[src/rtl/mem_req_arbiter.sv]
// Round-robin arbiter sharing one memory request port between NUM_REQ requesters.
// Tags each issued request with a free transaction id and routes responses back by id.
module mem_req_arbiter #(
   parameter int NUM_REQ        = 3,
   parameter int ADDR_WIDTH     = 32,
   parameter int MEM_DATA_WIDTH = 64,
   parameter int NUM_TAGS       = 16,
   parameter int MAX_OUT        = 8,
   localparam int TW            = $clog2(NUM_TAGS)
) (
   input  logic                              clk,
   input  logic                              rst,
   input  logic [NUM_REQ-1:0]                req_valid,
   output logic [NUM_REQ-1:0]                req_ready,
   input  logic [NUM_REQ*3-1:0]              req_cmd,
   input  logic [NUM_REQ*ADDR_WIDTH-1:0]     req_addr,
   input  logic [NUM_REQ*MEM_DATA_WIDTH-1:0] req_wdata,
   input  logic [NUM_REQ*8-1:0]              req_burst_len,
   output logic                              mem_req_valid,
   input  logic                              mem_req_ready,
   output logic [2:0]                        mem_cmd,
   output logic [ADDR_WIDTH-1:0]             mem_addr,
   output logic [MEM_DATA_WIDTH-1:0]         mem_wdata,
   output logic [7:0]                        mem_burst_len,
   output logic [TW-1:0]                     mem_id,
   input  logic                              mem_resp_valid,
   input  logic [TW-1:0]                     mem_resp_id,
   input  logic [MEM_DATA_WIDTH-1:0]         mem_resp_data,
   input  logic                              mem_resp_error,
   input  logic                              mem_resp_last,
   output logic [NUM_REQ-1:0]                resp_valid,
   output logic [MEM_DATA_WIDTH-1:0]         resp_data,
   output logic                              resp_error,
   output logic                              resp_last,
   output logic                              spurious_resp,
   output logic                              busy
);

   localparam int CW = $clog2(MAX_OUT) + 1;
   localparam int OW = (NUM_REQ > 1) ? $clog2(NUM_REQ) : 1;

   typedef enum logic [2:0] {
      CMD_READ        = 3'd0,
      CMD_WRITE       = 3'd1,
      CMD_BURST_READ  = 3'd2,
      CMD_BURST_WRITE = 3'd3
   } mem_cmd_e;

   logic [NUM_TAGS-1:0]       tag_used_reg, tag_used_next;
   logic [OW-1:0]             tag_owner_reg [NUM_TAGS];
   logic [CW-1:0]             out_cnt_reg [NUM_REQ];
   logic [OW-1:0]             rr_ptr_reg;

   logic                      mem_req_valid_reg;
   mem_cmd_e                  mem_cmd_reg;
   logic [ADDR_WIDTH-1:0]     mem_addr_reg;
   logic [MEM_DATA_WIDTH-1:0] mem_wdata_reg;
   logic [7:0]                mem_burst_len_reg;
   logic [TW-1:0]             mem_id_reg;

   logic [NUM_REQ-1:0]        eligible;
   logic [NUM_REQ-1:0]        cnt_inc;
   logic [NUM_REQ-1:0]        cnt_dec;
   logic                      grant_found;
   logic [OW-1:0]             grant_idx;
   logic [OW:0]               search_idx;
   logic                      tag_found;
   logic [TW-1:0]             free_tag;
   logic                      slot_ok;
   logic                      accept;
   logic                      resp_hit;
   logic                      resp_free;
   logic [OW-1:0]             resp_owner;

   // Per-requester eligibility, handshake, counter deltas and response steering
   generate
      for (genvar gi = 0; gi < NUM_REQ; gi++) begin : g_req
         assign eligible[gi]   = req_valid[gi] && (out_cnt_reg[gi] < CW'(MAX_OUT));
         assign req_ready[gi]  = accept && (grant_idx == OW'(gi));
         assign cnt_inc[gi]    = accept && (grant_idx == OW'(gi));
         assign cnt_dec[gi]    = resp_free && (resp_owner == OW'(gi));
         assign resp_valid[gi] = resp_hit && (resp_owner == OW'(gi));
      end
   endgenerate

   // Round-robin search starting at rr_ptr, wrapping at NUM_REQ
   always_comb begin
      grant_found = 1'b0;
      grant_idx   = '0;
      search_idx  = '0;
      for (int k = 0; k < NUM_REQ; k++) begin
         search_idx = {1'b0, rr_ptr_reg} + (OW+1)'(k);
         if (search_idx >= (OW+1)'(NUM_REQ))
            search_idx = search_idx - (OW+1)'(NUM_REQ);
         if (!grant_found && eligible[search_idx[OW-1:0]]) begin
            grant_found = 1'b1;
            grant_idx   = search_idx[OW-1:0];
         end
      end
   end

   // Lowest-numbered free tag; only tags free at the start of the cycle count
   always_comb begin
      free_tag = '0;
      for (int t = NUM_TAGS - 1; t >= 0; t--) begin
         if (!tag_used_reg[t])
            free_tag = TW'(t);
      end
   end

   assign tag_found = ~&tag_used_reg;
   assign slot_ok   = tag_found && (!mem_req_valid_reg || mem_req_ready);
   assign accept    = !rst && slot_ok && grant_found;

   assign resp_owner    = tag_owner_reg[mem_resp_id];
   assign resp_hit      = !rst && mem_resp_valid && tag_used_reg[mem_resp_id];
   assign resp_free     = resp_hit && mem_resp_last;
   assign spurious_resp = !rst && mem_resp_valid && !tag_used_reg[mem_resp_id];
   assign resp_data     = resp_hit ? mem_resp_data : '0;
   assign resp_error    = resp_hit && mem_resp_error;
   assign resp_last     = resp_hit && mem_resp_last;

   always_comb begin
      tag_used_next = tag_used_reg;
      if (resp_free)
         tag_used_next[mem_resp_id] = 1'b0;
      if (accept)
         tag_used_next[free_tag] = 1'b1;
   end

   always_ff @(posedge clk or posedge rst) begin
      if (rst) begin
         tag_used_reg <= '0;
         rr_ptr_reg   <= '0;
         for (int t = 0; t < NUM_TAGS; t++)
            tag_owner_reg[t] <= '0;
      end else begin
         tag_used_reg <= tag_used_next;
         if (accept) begin
            tag_owner_reg[free_tag] <= grant_idx;
            rr_ptr_reg <= ({1'b0, grant_idx} + 1'b1 >= (OW+1)'(NUM_REQ)) ?
                          '0 : grant_idx + 1'b1;
         end
      end
   end

   // Simultaneous accept and completion on one requester leaves its count unchanged
   always_ff @(posedge clk or posedge rst) begin
      if (rst) begin
         for (int i = 0; i < NUM_REQ; i++)
            out_cnt_reg[i] <= '0;
      end else begin
         for (int i = 0; i < NUM_REQ; i++) begin
            if (cnt_inc[i] && !cnt_dec[i])
               out_cnt_reg[i] <= out_cnt_reg[i] + 1'b1;
            else if (cnt_dec[i] && !cnt_inc[i])
               out_cnt_reg[i] <= out_cnt_reg[i] - 1'b1;
         end
      end
   end

   // Output register: fields only change on accept, so they hold under backpressure
   always_ff @(posedge clk or posedge rst) begin
      if (rst) begin
         mem_req_valid_reg <= 1'b0;
         mem_cmd_reg       <= CMD_READ;
         mem_addr_reg      <= '0;
         mem_wdata_reg     <= '0;
         mem_burst_len_reg <= '0;
         mem_id_reg        <= '0;
      end else if (accept) begin
         mem_req_valid_reg <= 1'b1;
         mem_cmd_reg       <= mem_cmd_e'(req_cmd[grant_idx*3 +: 3]);
         mem_addr_reg      <= req_addr[grant_idx*ADDR_WIDTH +: ADDR_WIDTH];
         mem_wdata_reg     <= req_wdata[grant_idx*MEM_DATA_WIDTH +: MEM_DATA_WIDTH];
         mem_burst_len_reg <= req_burst_len[grant_idx*8 +: 8];
         mem_id_reg        <= free_tag;
      end else if (mem_req_ready) begin
         mem_req_valid_reg <= 1'b0;
      end
   end

   assign mem_req_valid = mem_req_valid_reg;
   assign mem_cmd       = mem_cmd_reg;
   assign mem_addr      = mem_addr_reg;
   assign mem_wdata     = mem_wdata_reg;
   assign mem_burst_len = mem_burst_len_reg;
   assign mem_id        = mem_id_reg;
   assign busy          = (|tag_used_reg) | mem_req_valid_reg;

endmodule
[config.mk]
export PLATFORM = sky130hd
export DESIGN_NAME = mem_req_arbiter
export DESIGN_NICKNAME = d
export VERILOG_FILES = /design/src/rtl/mem_req_arbiter.sv
export SDC_FILE = /design/constraint.sdc
export NUM_CORES = 1
export LEC_CHECK = 0
export ABC_AREA = 1
export BUFFER_PORTS_ARGS = -buffer_cell sky130_fd_sc_hd__buf_4
export CAP_MARGIN = 15
export CORE_AREA = 2 2 228 230
export CTS_BUF_LIST = sky130_fd_sc_hd__clkbuf_4 sky130_fd_sc_hd__clkbuf_8 sky130_fd_sc_hd__clkbuf_16
export DETAILED_ROUTE_END_ITERATION = 12
export DIE_AREA = 0 0 230 232
export PLACE_DENSITY = 0.53
export SYNTH_ARGS = -nofsm -noshare
export SYNTH_HDL_FRONTEND = slang
export SYNTH_SLANG_ARGS = --single-unit
[constraint.sdc]
create_clock -name clk -period 6.25 [get_ports clk]
set_input_delay 0.3125 -clock clk [delete_from_list [all_inputs] [get_ports clk]]
set_output_delay 0.3125 -clock clk [all_outputs]
set_load 0.01 [all_outputs]
==> impl_metrics.tcl <==
set metrics [dict create \
    dp_hpwl_um 32200 \
    rr_worst_depth 20 \
    fp.dieW_um 230 \
    portBuffers 583 \
    cts.clk_slew.worst_paths_ps 70 \
    yosysTopAreaCell "dfrtp_1" \
    area_delta_synth_final_pct 57.8 \
    slew_headroom_pct 23.4 \
    crit_chain "inv_1 -> ha_1 -> inv_2 -> o31ai_1 -> inv_1 -> nand3_1 -> nand2_4 -> inv_2 -> buf_4 -> nand2_1 -> inv_2 -> buf_4 -> buf_4" \
    pwr_density_cell_nw_per_um2 476 \
    min_period_ps 4410 \
    clk_path_buf_depth 2 \
    die_y_um 232 \
    synth_edf_count 0 \
    drtAntennaViolNets 0 \
    ys_seq_area_share_pct 44.9 \
    crit_slowest_cell "buf_4" \
    critPathTopFamily "buffers and inverters" \
    r2r_start "rr_ptr_reg[0]" \
    cp.depth 13 \
    wl_per_cell_um 16.7 \
    ios 584 \
    yosys-top-cells-count "514 x nand2_1, 174 x dfrtp_1, 145 x nor2_1, 94 x inv_1, 74 x nand4_1" \
    gr-total-overflow 0 \
    path_class "flip-flop to output pin" \
    setup.worst_path.end "req_ready[0]" \
    synthArstFlopShare_pct 100 \
    firstDrtPassIters 5 \
    post-place-ws_ps 1950 \
    syn-cell-area_um2 9690 \
    grt_pass1_vias 11302 \
    synth_top_cells_by_area "dfrtp_1 45%, nand2_1 20%, nor2_1 5.6%" \
    final_nets 2273 \
    rsz0062_at_grt "no" \
    drt-initial-drc-count 669 \
    r2r_end "out_cnt_reg[11]" \
    crit_required_ps 5940 \
    grt_usage_pct 15.5 \
    startpoint_type "flip-flop" \
    critPathMaxStageDelay_ps 720 \
    finalCritPeriodShare_pct 70.6 \
    synth_cell_types 38 \
    clock_sinks 174 \
    path_buf_inv 8 \
    critPathMaxFanout 91 \
    synth_seq_cells 174 \
    finalSetupViolCount 0 \
    setup_slack_ps 1840 \
    cts_max_level 4 \
    yosysMostFrequentCell "nand2_1" \
    clock_latency_ps 480 \
    r2r_slack_ps 2060 \
    drcViolationCount 0 \
    place.gp.congestion 0.894 \
    drt-total-wl_um 42700 \
    crit_arrival_ps 4100 \
    p_leak_uw 0.00773 \
    rows 83 \
    grt_pass1_wl_um 64200 \
    fin_skew_ps 13.6 \
    synth_ff_type "dfrtp_1" \
    fmax_mhz 227 \
    layout-drive-gt1-share_pct 35.1 \
    ys_warn_count 0 \
    hp-class "input pin to flip-flop" \
    grt_max_degree 112 \
    crit_start "rr_ptr_reg[0]" \
    synth_cells 1317 \
    largest_reg_flops 64 \
    setup.worst_path.end_class "output pin" \
    worst_pin_slew_ps 1140 \
    vdd_ir_drop_max_mv 0.340 \
    cap_violations 0 \
    synth_nets 1729 \
    cts_tree "done" \
    hold_slack_ps 40.2 \
    root_buffer "clkbuf_16" \
    hold_viol 0 \
    cts_buffers 17 \
    die_area_um2 53400 \
    synth.avg_cell_area_um2 7.36 \
    viasPerCell 4.39 \
    antenna_found_initial 2 \
    start_util_pct 19.0 \
    vias 11215 \
    num-fill-cells 5580 \
    yosysTopAreaCellShare_pct 44.9 \
    core_area_um2 50900 \
    fin_tns_setup_ps 0 \
    final_max_slew_viol_count 0 \
    outcome "completed" \
]
-- kinds of logic after synthesis --
kind of cell               after synthesis  share of synthesized area [%]
and+or+nand+nor                        773                           33.5
buffers and inverters                  177                           7.63
DFF                                    174                           44.9
AOI/OAI and AO/OA                      170                           11.1
adders and majority gates               14                           2.04
xor gates and xnor gates                 9                          0.813
-- routing by layer --
layer	track usage [%]	wire length, um	up-vias
met1	18.3	17100	5332
met4	5.46	1130	0
li1	-	-	5370
met2	26.6	21300	460
met5	0	0	-
met3	4.70	3200	53
-- layout by cell type (no fill, tap or decap), types with 2 or more instances in the layout --
master	instances
buf_4	591
clkinv_4	2
a21oi_1	39
a21o_1	3
inv_2	13
clkbuf_8	2
clkbuf_16	17
clkinvlp_4	4
ha_1	11
dlygate4sd3_1	3
o21ai_0	28
nor2_2	3
nand2_1	514
inv_1	93
nand3_1	14
nand2_2	4
xor2_1	3
a22oi_1	22
bufinv_16	2
xnor2_1	6
nor2_1	145
nor4_1	2
nor2_4	2
o21ai_1	16
a41oi_1	28
nand4_1	74
dfrtp_1	174
a31oi_1	30
nand3_2	2
fa_1	3
nor3_4	3
nor3_1	6
clkinv_2	3
-- layout make-up --
class,instances,area [um^2],area share [%]
diodes,1,2.50,0.0164
clock buffers,20,460,3.01
clock inverters,12,135,0.884
inverters,107,405,2.65
multi-input cells,966,4600,30.1
flip-flops and latches,174,4350,28.5
well taps,680,851,5.56
repair buffers,595,4490,29.3
-- repair_timing --
| action | 4_1_cts | 5_1_grt |
|---|---|---|
| endpoints found under the hold margin | 3 | 0 |
| endpoints found under the setup margin | 0 | 0 |
| hold buffers | 3 | 0 |
| gates resized for setup | 0 | 0 |
| setup buffers | 0 | 0 |
-- power breakdown --
part	switching, uW	total (uW)	internal (uW)
logic	2640	4200	1550
registers	324	1960	1630
clock network	513	1130	616
total	3480	7290	3800
-- worst min path at each step --
stage,endpoint,start,cells after the start
floorplan,mem_req_valid,mem_req_ready,1
global placement,out_cnt_reg[3],out_cnt_reg[3],1
detailed placement,out_cnt_reg[3],out_cnt_reg[3],1
CTS,mem_wdata[40],req_wdata[40],3
global route,mem_wdata[14],req_wdata[14],3
finish,mem_addr[19],req_addr[19],3
-- worst reg2reg max path: cells and delay by family, from the launching register on --
family | cells | cell delay (ps)
AOI/OAI and AO/OA | 3 | 610
xor gates and xnor gates | 1 | 130
adders and majority gates | 3 | 830
buffers and inverters | 7 | 1310
DFF | 1 | 350
and+or+nand+nor | 6 | 830
-- per-stage QoR --
step | cell area (um^2) | util [%] | instances | total power, uW
floorplan | 9690 | - | 1317 | 4590
global placement | 14700 | 28.8 | 2519 | 6190
detailed placement | 14700 | 28.8 | 2519 | 6210
CTS | 15300 | 30.0 | 2554 | 7380
global route | 15300 | 30.1 | 2555 | 7910
finish | 15300 | 30.1 | 2555 | 7290
Note: power is estimated with default switching activity, not from simulation.
